## config.mk

```make
export PLATFORM = sky130hd
export DESIGN_NAME = lsu_pipelined
export DESIGN_NICKNAME = d
export VERILOG_FILES = /design/src/rtl/lsu_pipelined.sv
export SDC_FILE = /design/constraint.sdc
export NUM_CORES = 1
export LEC_CHECK = 0
export CAP_MARGIN = 0
export CELL_PAD_IN_SITES_DETAIL_PLACEMENT = 1
export CELL_PAD_IN_SITES_GLOBAL_PLACEMENT = 1
export CORE_UTILIZATION = 29
export DETAILED_ROUTE_END_ITERATION = 12
export PLACE_DENSITY = 0.86
export RECOVER_POWER = 50
export SLEW_MARGIN = 20
export SYNTH_ARGS = -nofsm -noshare
export SYNTH_HDL_FRONTEND = slang
export SYNTH_SLANG_ARGS = --single-unit
```

## constraint.sdc

```tcl
create_clock -name clk -period 3.9 [get_ports clk]
set_clock_uncertainty 0.15 [all_clocks]
set_input_delay 1.17 -clock clk [delete_from_list [all_inputs] [get_ports clk]]
set_output_delay 1.17 -clock clk [all_outputs]
set_load 0.01 [all_outputs]
```

## src/rtl/lsu_pipelined.sv

```systemverilog
// ---------------------------------------------------------------------------
// lsu_pipelined : pipelined load/store unit with in-order load-tag FIFO
// Rev 1.0
// ---------------------------------------------------------------------------
`default_nettype none

module lsu_pipelined #(
   parameter int MAX_OUTSTANDING = 2,
   parameter int RD_W            = 4,
   parameter int ADDR_W          = 32,
   localparam int CNT_W          = $clog2(MAX_OUTSTANDING + 1)
) (
   input  logic              clk,
   input  logic              rst,
   input  logic              req_valid,
   output logic              req_ready,
   input  logic              req_is_load,
   input  logic              req_is_store,
   input  logic [2:0]        req_funct3,
   input  logic [ADDR_W-1:0] req_addr,
   input  logic [RD_W-1:0]   req_rd,
   input  logic [31:0]       req_wdata,
   output logic              m_req_valid,
   input  logic              m_req_ready,
   output logic [ADDR_W-1:0] m_addr,
   output logic [3:0]        m_we,
   output logic [31:0]       m_wdata,
   input  logic              m_rsp_valid,
   input  logic [31:0]       m_rsp_data,
   output logic              ld_valid,
   output logic [RD_W-1:0]   ld_rd,
   output logic [31:0]       ld_data,
   output logic              misalign,
   output logic [ADDR_W-1:0] misalign_addr,
   output logic [CNT_W-1:0]  outstanding,
   output logic              proto_err
);

   localparam int PTR_W = (MAX_OUTSTANDING > 1) ? $clog2(MAX_OUTSTANDING) : 1;
   localparam logic [CNT_W-1:0] CNT_FULL = CNT_W'(MAX_OUTSTANDING);
   localparam logic [PTR_W-1:0] PTR_LAST = PTR_W'(MAX_OUTSTANDING - 1);

   logic [CNT_W-1:0] count;
   logic [PTR_W-1:0] wr_ptr;
   logic [PTR_W-1:0] rd_ptr;
   logic [RD_W-1:0]  tag_rd  [MAX_OUTSTANDING];
   logic [2:0]       tag_f3  [MAX_OUTSTANDING];
   logic [1:0]       tag_off [MAX_OUTSTANDING];

   logic        is_store;
   logic        is_load;
   logic        is_mem;
   logic [1:0]  off;
   logic        bad_align;
   logic        full;
   logic        push;
   logic        pop;
   logic        trap;
   logic [31:0] rsp_shifted;
   logic [31:0] rsp_ext;

   // A request with both load and store set is a store.
   assign is_store = req_is_store;
   assign is_load  = req_is_load & ~req_is_store;
   assign is_mem   = is_store | is_load;
   assign off      = req_addr[1:0];
   assign full     = (count == CNT_FULL);

   // Unsized/unsigned variants are illegal for stores; unused funct3 traps.
   always_comb begin
      bad_align = 1'b1;
      case (req_funct3)
         3'b000:  bad_align = 1'b0;
         3'b001:  bad_align = off[0];
         3'b010:  bad_align = (off != 2'b00);
         3'b100:  bad_align = is_store;
         3'b101:  bad_align = is_store | off[0];
         default: bad_align = 1'b1;
      endcase
   end

   always_comb begin
      m_req_valid = 1'b0;
      req_ready   = m_req_ready;
      if (req_valid && is_mem) begin
         if (bad_align) begin
            req_ready = 1'b1;
         end else if (is_store) begin
            m_req_valid = 1'b1;
         end else begin
            m_req_valid = ~full;
            req_ready   = m_req_ready & ~full;
         end
      end
   end

   assign m_addr = {req_addr[ADDR_W-1:2], 2'b00};

   always_comb begin
      m_we    = 4'b0000;
      m_wdata = req_wdata;
      case (req_funct3[1:0])
         2'b00:   m_wdata = {4{req_wdata[7:0]}};
         2'b01:   m_wdata = {2{req_wdata[15:0]}};
         default: m_wdata = req_wdata;
      endcase
      if (is_store && !bad_align) begin
         case (req_funct3[1:0])
            2'b00:   m_we = 4'b0001 << off;
            2'b01:   m_we = 4'b0011 << off;
            default: m_we = 4'b1111;
         endcase
      end
   end

   assign push = req_valid & is_load & ~bad_align & ~full & m_req_ready;
   assign pop  = m_rsp_valid & (count != '0);
   assign trap = req_valid & is_mem & bad_align;

   assign rsp_shifted = m_rsp_data >> {tag_off[rd_ptr], 3'b000};

   always_comb begin
      rsp_ext = rsp_shifted;
      case (tag_f3[rd_ptr])
         3'b000:  rsp_ext = {{24{rsp_shifted[7]}}, rsp_shifted[7:0]};
         3'b001:  rsp_ext = {{16{rsp_shifted[15]}}, rsp_shifted[15:0]};
         3'b100:  rsp_ext = {24'h0, rsp_shifted[7:0]};
         3'b101:  rsp_ext = {16'h0, rsp_shifted[15:0]};
         default: rsp_ext = rsp_shifted;
      endcase
   end

   function automatic logic [PTR_W-1:0] ptr_next(input logic [PTR_W-1:0] p);
      return (p == PTR_LAST) ? '0 : p + 1'b1;
   endfunction

   // Tag storage needs no reset: only entries between the pointers are read.
   always_ff @(posedge clk) begin
      if (push) begin
         tag_rd[wr_ptr]  <= req_rd;
         tag_f3[wr_ptr]  <= req_funct3;
         tag_off[wr_ptr] <= off;
      end
   end

   always_ff @(posedge clk or posedge rst) begin
      if (rst) begin
         count         <= '0;
         wr_ptr        <= '0;
         rd_ptr        <= '0;
         ld_valid      <= 1'b0;
         ld_rd         <= '0;
         ld_data       <= '0;
         misalign      <= 1'b0;
         misalign_addr <= '0;
         proto_err     <= 1'b0;
      end else begin
         if (push) wr_ptr <= ptr_next(wr_ptr);
         if (pop)  rd_ptr <= ptr_next(rd_ptr);
         case ({push, pop})
            2'b10:   count <= count + 1'b1;
            2'b01:   count <= count - 1'b1;
            default: count <= count;
         endcase
         ld_valid <= pop;
         if (pop) begin
            ld_rd   <= tag_rd[rd_ptr];
            ld_data <= rsp_ext;
         end
         misalign <= trap;
         if (trap) misalign_addr <= req_addr;
         if (m_rsp_valid && count == '0) proto_err <= 1'b1;
      end
   end

   assign outstanding = count;

endmodule

`default_nettype wire
```

* Word level (Yosys, flattened, before mapping)
Memories as Yosys holds them, arrays and structs flattened. A register that Yosys moved wholly into a read port is not among the register bits.
Cells that the tools add are included.
W data, S select, Z words.
** Word-level totals
- Input bits :: 110
- Logic and storage cells :: 70
- Output and inout port bits :: 143
- Memories kept :: 3
- Register bits after elaboration :: 71
- ROM bits :: 0
- Memory bits (writable) :: 18
- Latch bits :: 0
** Cells by class
- Div/mod/pow operators :: 0
- Add/subtract/negate cells :: 4
- $lt $le $gt $ge :: 0
- Bitwise logic cells :: 14
- Eq/ne operators :: 11
- Multiplexer cells :: 16
- Reduce and logical (&&, ||, !) cells :: 11
- Multiply operators :: 0
- Shift-type cells :: 3
** Memories
- tag_rd :: depth 2, width 4, read ports 1, clocked after memory_dff 1, write ports 1, RTL line 46 : logic [RD_W-1:0] tag_rd [MAX_OUTSTANDING];
- tag_f3 :: depth 2, width 3, read ports 1, clocked after memory_dff 0, write ports 1, RTL line 47 : logic [2:0] tag_f3 [MAX_OUTSTANDING];
- tag_off :: depth 2, width 2, read ports 1, clocked after memory_dff 0, write ports 1, RTL line 48 : logic [1:0] tag_off [MAX_OUTSTANDING];
** Operator list (count)
- $pmux W32 S4 :: 1
- $pmux W32 S2 :: 1
- $shr A32 B5 Y32 :: 1
- $eq A3 B3 Y1 const B :: 4
- $mux W1 :: 10
- $and A1 B1 Y1 :: 9
- $pmux W4 S2 :: 1
- $eq A3 B1 Y1 const B :: 2
- $logic_not A3 Y1 :: 2
- $reduce_bool A2 Y1 :: 3
- $pmux W1 S5 :: 1
- $eq A2 B1 Y1 const B :: 2
- $eq A2 B2 Y1 const B :: 2
- $logic_not A2 Y1 :: 2
- $mux W4 :: 1
- $pmux W2 S2 :: 1
- $shl A1 B2 Y4 const A :: 1
- $shl A2 B2 Y4 const A :: 1
- $eq A3 B2 Y1 const B :: 1
- $logic_and A1 B1 Y1 :: 3
- $not A1 Y1 :: 3
- $add A1 B1 Y1 const B :: 2
- $add A2 B1 Y2 const B :: 1
- $or A1 B1 Y1 :: 2
- 2 further kinds :: 2

* Depth between registers and ports, before layout
Gate-level depths: netlist (run 1).
- Depth in word-level cells :: 8
- Gate-level depth with buffers :: 10
- Mapped depth without buffers :: 8

* Worst setup path before layout (run 1)
Ideal clock, no wire load.
- Path kind :: input port to output port
- From :: input port req_addr[0]
- To :: output port req_ready
- Data arrival time :: 2.192 ns
- Cell stages on the path :: 6
- Slack :: 0.388 ns
- Required time :: 2.580 ns
- Path buffers :: 1
- Cell sequence :: buf_2 > a221o_1 > o41ai_2 > nand2_1 > o22a_1 > o22a_1
** Between the ends
- Cells in the longest elaborated chain, start to end :: 4
- Elaborated cells on any way between the ends :: 5
- Those cells by class :: mux: 3; bitwise: 1; reduce/logical: 1
** RTL lines
- start, declared :: RTL line 20 : input logic [ADDR_W-1:0] req_addr,
- $or A1 B1 Y1 or $reduce_bool A2 Y1 (tied branches) :: RTL line 77, 75
- $pmux W1 S5 * :: RTL line 72 : case (req_funct3)
- $mux W1 * :: RTL line 86 : if (bad_align) begin
- $mux W1 * :: RTL line 85 : if (req_valid && is_mem) begin
- end, declared :: RTL line 16 : output logic req_ready,
Mark *: on every way between the ends. The rest lies on a longest branch, timed or not.

* Final worst setup path (run 1)
- From :: input port req_funct3[1]
- To :: output port m_wdata[14]
** Between the ends
- Cells in the longest elaborated chain, start to end :: 2
- Elaborated cells on any way between the ends :: 3
- Those cells by class :: eq/ne: 1; mux: 1; reduce/logical: 1
** RTL lines
- start, declared :: RTL line 19 : input logic [2:0] req_funct3,
- $eq A2 B1 Y1 or $logic_not A2 Y1 (tied branches) :: RTL line 102 : case (req_funct3[1:0])
- $pmux W32 S2 * :: RTL line 102
- end, declared :: RTL line 27 : output logic [31:0] m_wdata,
Marked as above.

==> results.cfg, run 1 <==
[setup_path]
setup.worst_path.end_class = output pin
rr_worst_depth = 5
worst-path-max-fanout = 6
worst-endpoint-required_ns = 2.58
cp.arrival_ns = 2.53
cp_slowest_cell = sky130_fd_sc_hd__mux2_2
critPathMostFrequentCell = sky130_fd_sc_hd__buf_4
rr_endpoint = ld_data[30]
critical_path.reg2reg.startpoint = rd_ptr
setup.reg_to_reg.worst_slack_ns = 0.79
crit_path_max_incr_delay_ns = 0.32
critical_path.startpoint_type = primary input
worst_path_cell_chain = dlygate4sd2_1 > buf_6 > nor2_1 > buf_4 > buf_4 > mux2_2 > clkdlybuf4s15_1
criticalPathCategory = in -> out

[route]
num_vias = 4394
drt-total-wl_mm = 15.9
dr.pass1.iters = 5
detail_route.wl_per_cell_um = 17.3
route.detailed.vias_per_inst = 4.79
drtAntennaViolNets = 0
dr.first_iter.drc_count = 122
drc_errors = 0

[global_route]
overflow = 0
grt_start_max_net_pins = 43
grt_first_pass_wirelength_mm = 25.5
gr-usage-met2_pct = 35.8
grt.met1_usage_pct = 19.2
grt_pass1_vias = 4896
grt_util_met3_pct = 4.42
grt.busiest_layer = met2
grt_usage_pct = 18.4
antenna_found_initial = 0

[status]
outcome = finished, violations left
failed_checks = max-capacitance violations, max-slew violations

[power_and_ir_drop]
overall_power_consumption_mw = 3.98
total_switching_power_mw = 1.39
power_report.internal_total_mw = 2.59
p_leak_nw = 3.28
swShare_pct = 34.9
part_of_the_power_in_registers_pct = 37.5
power.clock.fraction_pct = 20.5
ir_worst_vdd_mv = 0.216
power.share.combinational_pct = 42.1
power_per_cell_area_nw_per_um2 = 513

[timing]
fmaxAchievable_ghz = 0.260
worst_pin_slew_ns = 1.69
post-route-period-util_pct = 98.6
grt_setup_unrepaired = no
worst_slew_margin_rel_pct = -12.9
maxSlewViolCount = 79
final_period_demand_of_the_worst_path_ns = 3.85
setup_total_neg_slack_ns = 0
total_of_endpoints_with_negative_setup_slack_in_the_final_report = 0
fin_hold_viols = 0

[placement]
post_dp_hpwl_mm = 12.5
routabilityCongestion = 0.809
io_buffers = 250

[cts]
clkTransAtPathRegs_ns = 0.06
clock_path_buffers = 2
clock_latency_ns = 0.34
cts_htree_levels = 3
ctsRootBufferMaster = sky130_fd_sc_hd__clkbuf_16
cts_hold_buf = 0
clock_sinks = 93
cts_tree = yes
cts_inserted_buffers = 9

[synthesis]
ys_seq_area_share_pct = 49.0
synth-async-reset-ratio_pct = 80.6
synth_top_cells_by_area = sky130_fd_sc_hd__dfrtp_1 (38%), sky130_fd_sc_hd__edfxtp_1 (11%), sky130_fd_sc_hd__mux2_2 (11%), sky130_fd_sc_hd__buf_4 (6.1%), sky130_fd_sc_hd__mux2i_1 (5.7%)
postSynth.topFlopCell = sky130_fd_sc_hd__dfrtp_1
synth_top_cell_area_share_pct = 38.1
yosys_register_bits = 93
yosys-top-cells-count = sky130_fd_sc_hd__dfrtp_1 (75), sky130_fd_sc_hd__nand2_1 (65), sky130_fd_sc_hd__mux2_2 (48)
distinct_cells_synth = 50
syn_avg_cell_area_sq_um = 10.5
syn-instance-count = 470
synth.yosys.warnings = 0
netlist.top_cell.by_area = sky130_fd_sc_hd__dfrtp_1
synth_edf_count = 18
yosysMostFrequentCell = sky130_fd_sc_hd__dfrtp_1
synthesis.area_sq_um = 4930

[final_layout]
area_growth_from_synthesis_to_layout_pct = 57.2
antenna-diode-count = 0
layout_cells_sized_above_1_pct = 15.2
fin_nets = 804

[min_path]
worstHoldStart = proto_err
hold_path_end = proto_err
hold_path_class = reg -> reg
hold_depth = 1

[floorplanning]
design.die.area_sq_um = 17500
die-width_um = 132
floorplan.initialDensity_pct = 29.7
rows = 47
coreArea_sq_um = 16600
floorplan.die.height_um = 132
pin_count = 253

[job]
max_capacitance_violation_count = 2
[sequential cells by signal (all words and copies together) (netlist names)]
| signal | count |
|---|---|
| ld_valid | 1 |
| outstanding | 2 |
| tag_rd | 8 |
| tag_off | 4 |
| ld_rd | 4 |
| wr_ptr | 1 |
| proto_err | 1 |
| rd_ptr | 1 |
| misalign_addr | 32 |
| ld_data | 32 |
| tag_f3 | 6 |
| misalign | 1 |
[final cells by class]
class,instances,area (sq um)
clock buffer,9,225
clock inverter,7,51.3
fill,1811,8840
multi-input combinational,303,2060
tap,220,275
sequential,93,2420
timing repair buffer,278,2690
inverter,8,31.3
[what timing repair did]
item | 4_1_cts | 5_1_grt
pin swaps | 3 | 2
endpoints found under the hold margin | 0 | 0
resized for setup | 40 | 17
cloned | 1 | 0
buffers inserted | 4 | 0
endpoints found under the setup margin | 30 | 17
[power by group through the flow]
stage / Sequential, mW / Combinational [mW] / Clock [mW]
final: 1.49 / 1.67 / 0.814
after global routing: 1.53 / 1.81 / 0.880
after CTS: 1.51 / 1.78 / 0.844
after detailed placement: 1.52 / 1.78 / 0
after global placement: 1.50 / 1.73 / 0
after floorplan: 1.57 / 0.775 / 0
[cell usage in the layout, fill, tap and decap left out, types with 4 or more instances in the layout]
cell                              synthesis  routed
sky130_fd_sc_hd__dfrtp_1                 75      75
sky130_fd_sc_hd__buf_6                    3       4
sky130_fd_sc_hd__nand3_1                  8       8
sky130_fd_sc_hd__clkdlybuf4s15_1          0       6
sky130_fd_sc_hd__nand2_1                 65      65
sky130_fd_sc_hd__clkbuf_16                0       9
sky130_fd_sc_hd__inv_1                    6       5
sky130_fd_sc_hd__o21ai_0                 23      24
sky130_fd_sc_hd__mux2_2                  48      48
sky130_fd_sc_hd__o2bb2ai_1                7       7
sky130_fd_sc_hd__mux2i_1                 28      28
sky130_fd_sc_hd__a21oi_1                 20      20
sky130_fd_sc_hd__dlygate4sd3_1            0      67
sky130_fd_sc_hd__a31oi_1                 16      16
sky130_fd_sc_hd__clkbuf_1                14       5
sky130_fd_sc_hd__dlymetal6s2s_1           0       5
sky130_fd_sc_hd__edfxtp_1                18      18
sky130_fd_sc_hd__buf_4                   40      16
sky130_fd_sc_hd__nor2_1                  38      38
sky130_fd_sc_hd__nand2b_1                10      10
sky130_fd_sc_hd__dlygate4sd2_1            0      14
sky130_fd_sc_hd__clkbuf_2                 0       4
sky130_fd_sc_hd__clkdlybuf4s50_1          0     152
[worst max-delay path by stage]
stage	start	to	slack, ns
3_5_place_dp	req_funct3[0]	req_ready	-0.51
5_1_grt	req_funct3[1]	m_wdata[14]	0.0007
3_3_place_gp	req_funct3[0]	req_ready	-0.46
6_report	req_funct3[1]	m_wdata[14]	0.05
4_1_cts	req_funct3[1]	m_wdata[11]	0.01
2_1_floorplan	req_addr[0]	req_ready	0.39
[layer usage]
metal  wire length, um  part of all wire, %  up-vias
met5                 0                    0        -
met1              6040                   38     2165
li1                  -                    -     2042
met2              8700                   55      165
met3               837                  5.3       22
met4               342                  2.1        0
[logic make-up after synthesis]
logic type	Yosys count	synth area share, %
XOR/XNOR	6	1.22
buffers and inverters	75	9.42
adder cells (fa/ha/maj)	1	0.254
AO/OA/AOI/OAI	84	11.2
AND/OR/NAND/NOR	132	11.4
flip-flops	93	49.0
other	1	0.0761
multiplexers	78	17.4
[critical path: cells and delay by family]
family,cells,cell delay [ns]
muxes,1,0.32
buffers and inverters,5,0.92
and+or+nand+nor,1,0.11
[stage by stage]
step | cells | cell area [sq um] | util (%) | worst slack [ns] | hold WS [ns]
finish | 918 | 7750 | 46.7 | 0.0535 | 0.324
global route | 918 | 7750 | 46.7 | 0.000697 | 0.325
CTS | 918 | 7780 | 46.9 | 0.0134 | 0.325
detailed placement | 897 | 7480 | 45.1 | -0.506 | 0.306
global placement | 897 | 7480 | 45.1 | -0.464 | 0.295
floorplan | 471 | 4930 | - | 0.388 | 0.343
Note: power is estimated with default switching activity, not from simulation.
==> run 2: changes to the inputs <==
Settings changed: ABC_CLOCK_PERIOD_IN_PS from default to 3900.
==> results of run 2 <==
No change in the layout: final DEF, timing and power equal those of run 1.
==> run 3: changes to the inputs <==
Settings changed: GPL_TIMING_DRIVEN from default to 0, PLACE_DENSITY 0.86 to default, PLACE_DENSITY_LB_ADDON from default to 0.2.
==> run 3 against run 2 <==
The run still ends with max-capacitance violations, max-slew violations left; non-clock buffer count is 43 higher; total power rose by 6.5%; routed wire length rose by 3.5%; highest routed layer unchanged; fmax increased by 0.90%; combinational power up 7%; final cell count is 4.7% higher; sequential share of layout area down 1.3 points; clock-buffer cell count rose by 3; critical path type unchanged; via count is 1.3% higher.
==> results.cfg, run 3 (synthesis gave the netlist of run 1 again) <==
[status]
outcome = finished, violations left
failed_checks = max-capacitance violations, max-slew violations

[timing]
post-route-period-util_pct = 97.7
grt_setup_unrepaired = no
setup_total_neg_slack_ns = 0
worst_hold_slack_ns = 0.312
fmaxAchievable_ghz = 0.262
final_period_demand_of_the_worst_path_ns = 3.81
timing.final.ws_setup_ns = 0.0879
fin_hold_viols = 0
worst_slew_margin_rel_pct = -8.37
worst_pin_slew_ns = 1.62
maxSlewViolCount = 34
total_of_endpoints_with_negative_setup_slack_in_the_final_report = 0

[route]
drt-total-wl_mm = 16.5
dr.first_iter.drc_count = 90
route.detailed.vias_per_inst = 4.63
dr.pass1.iters = 4
num_vias = 4452
drtAntennaViolNets = 0
drc_errors = 0
detail_route.wl_per_cell_um = 17.1

[final_layout]
layout_cells_sized_above_1_pct = 18.5
area_growth_from_synthesis_to_layout_pct = 64.0
antenna-diode-count = 0
final-instance-count-excl-fill = 961
layout_top_registers = ld_data: 32 flops, misalign_addr: 32 flops, tag_rd: 8 flops
fin_nets = 847
fill_cells = 1823
stdcell_area_sq_um = 8090
layout.cells.most_common_list = sky130_fd_sc_hd__clkdlybuf4s50_1 (162), sky130_fd_sc_hd__dfrtp_1 (75), sky130_fd_sc_hd__nand2_1 (65)
layout.cells.most_common = sky130_fd_sc_hd__clkdlybuf4s50_1

[global_route]
grt_start_max_net_pins = 43
overflow = 0
grt_first_pass_wirelength_mm = 26.4
grt_pass1_vias = 4966
antenna_found_initial = 0
grt_usage_pct = 19.4

[setup_path]
critical_path.startpoint_type = primary input
critical_path.endpoint = req_ready
worst-path-max-fanout = 7
rr_endpoint = outstanding[1]
cp.arrival_ns = 2.49
critPathTopFamily = compound AO/OA/AOI/OAI gates
worstSetupStartpoint = req_funct3[1]
criticalPathCategory = in -> out
critical_path_depth = 7
cp.buffers_inverters = 2
critical_path.reg2reg.startpoint = outstanding[0]
crit_path_max_incr_delay_ns = 0.33
worst-endpoint-required_ns = 2.58
setup.worst_path.end_class = output pin
rr_worst_depth = 8
cp_slowest_cell = sky130_fd_sc_hd__a221o_1
critPathMostFrequentCell = sky130_fd_sc_hd__o22a_1
worst_path_cell_chain = clkdlybuf4s15_2 > a221o_1 > o41ai_4 > nand2_1 > o22a_1 > o22a_1 > buf_4
setup.reg_to_reg.worst_slack_ns = 1.13

[floorplanning]
rows = 47
die-width_um = 132
design.die.area_sq_um = 17500
floorplan.initialDensity_pct = 29.7
floorplan.die.height_um = 132
pin_count = 253
coreArea_sq_um = 16600

[cts]
clkTransAtPathRegs_ns = 0.06
ctsRootBufferMaster = sky130_fd_sc_hd__clkbuf_16
cts_inserted_buffers = 9
cts_tree = yes
clock_latency_ns = 0.34
clock_path_buffers = 2
cts_htree_levels = 3
clock_sinks = 93

[placement]
routabilityCongestion = 0.801
post-place-cells = 942
io_buffers = 250
placed_cell_area_sq_um = 7730
preCtsSetupSlack_ns = -0.881
post_dp_hpwl_mm = 13.2

[power_and_ir_drop]
power_per_cell_area_nw_per_um2 = 524
ir_worst_vdd_mv = 0.242
p_leak_nw = 3.44

[job]
max_capacitance_violation_count = 1

[min_path]
hold_path_class = reg -> reg
-- run 3: how the worst min path moves through the flow --
stage | startpoint | end | slack [ns] | depth (start not counted)
2_1_floorplan | proto_err | proto_err | 0.34 | 1
3_3_place_gp | proto_err | proto_err | 0.29 | 1
3_5_place_dp | proto_err | proto_err | 0.31 | 1
4_1_cts | proto_err | proto_err | 0.33 | 1
5_1_grt | proto_err | proto_err | 0.33 | 1
6_report | proto_err | proto_err | 0.31 | 1
-- run 3: what timing repair did --
item / in CTS / in global routing
gates resized for setup: 55 / 9
setup buffers: 4 / 0
pin swaps: 3 / 3
gates cloned: 0 / 0
hold buffers: 0 / 0
setup endpoints to repair: 34 / 2
-- run 3: metrics by stage --
stage	utilization (%)	total power [mW]
finish	48.8	4.24
CTS	49.0	4.39
detailed placement	46.6	3.37
global route	48.8	4.51
floorplan	-	2.34
global placement	46.5	3.30
-- run 3: layer usage --
| layer | vias up | wire length [um] | track usage (%) |
|---|---|---|---|
| met2 | 144 | 8880 | 36.7 |
| met1 | 2173 | 6420 | 21.1 |
| li1 | 2124 | - | - |
| met5 | - | 0 | 0 |
| met4 | 0 | 169 | 4.98 |
| met3 | 11 | 1000 | 5.31 |
-- run 3: area by class of cell --
type / instances / area, sq um / share of cell area, %
Buffer: 66 / 443 / 5.48
Clock buffer: 12 / 246 / 3.05
Clock inverter: 4 / 95.1 / 1.18
Inverter: 8 / 31.3 / 0.387
Multi-Input combinational cell: 303 / 2070 / 25.6
Sequential cell: 93 / 2420 / 29.9
Tap cell: 220 / 275 / 3.40
Timing Repair Buffer: 255 / 2510 / 31.0
-- run 3: worst register-to-register path: stages, from the launching register on --
cell	delay [ns]
sky130_fd_sc_hd__dfrtp_1	0.38
sky130_fd_sc_hd__clkbuf_1	0.17
sky130_fd_sc_hd__o21ai_0	0.65
sky130_fd_sc_hd__clkinv_1	0.34
sky130_fd_sc_hd__clkbuf_1	0.33
sky130_fd_sc_hd__ha_1	0.28
sky130_fd_sc_hd__xnor2_1	0.16
sky130_fd_sc_hd__nor2_1	0.07
sky130_fd_sc_hd__xor2_1	0.13
-- run 3: where the power goes --
group	switching, mW	total [mW]	internal [mW]
Sequential	0.168	1.44	1.27
Combinational	0.859	1.79	0.929
Clock	0.363	1.01	0.644
Total	1.39	4.24	2.85
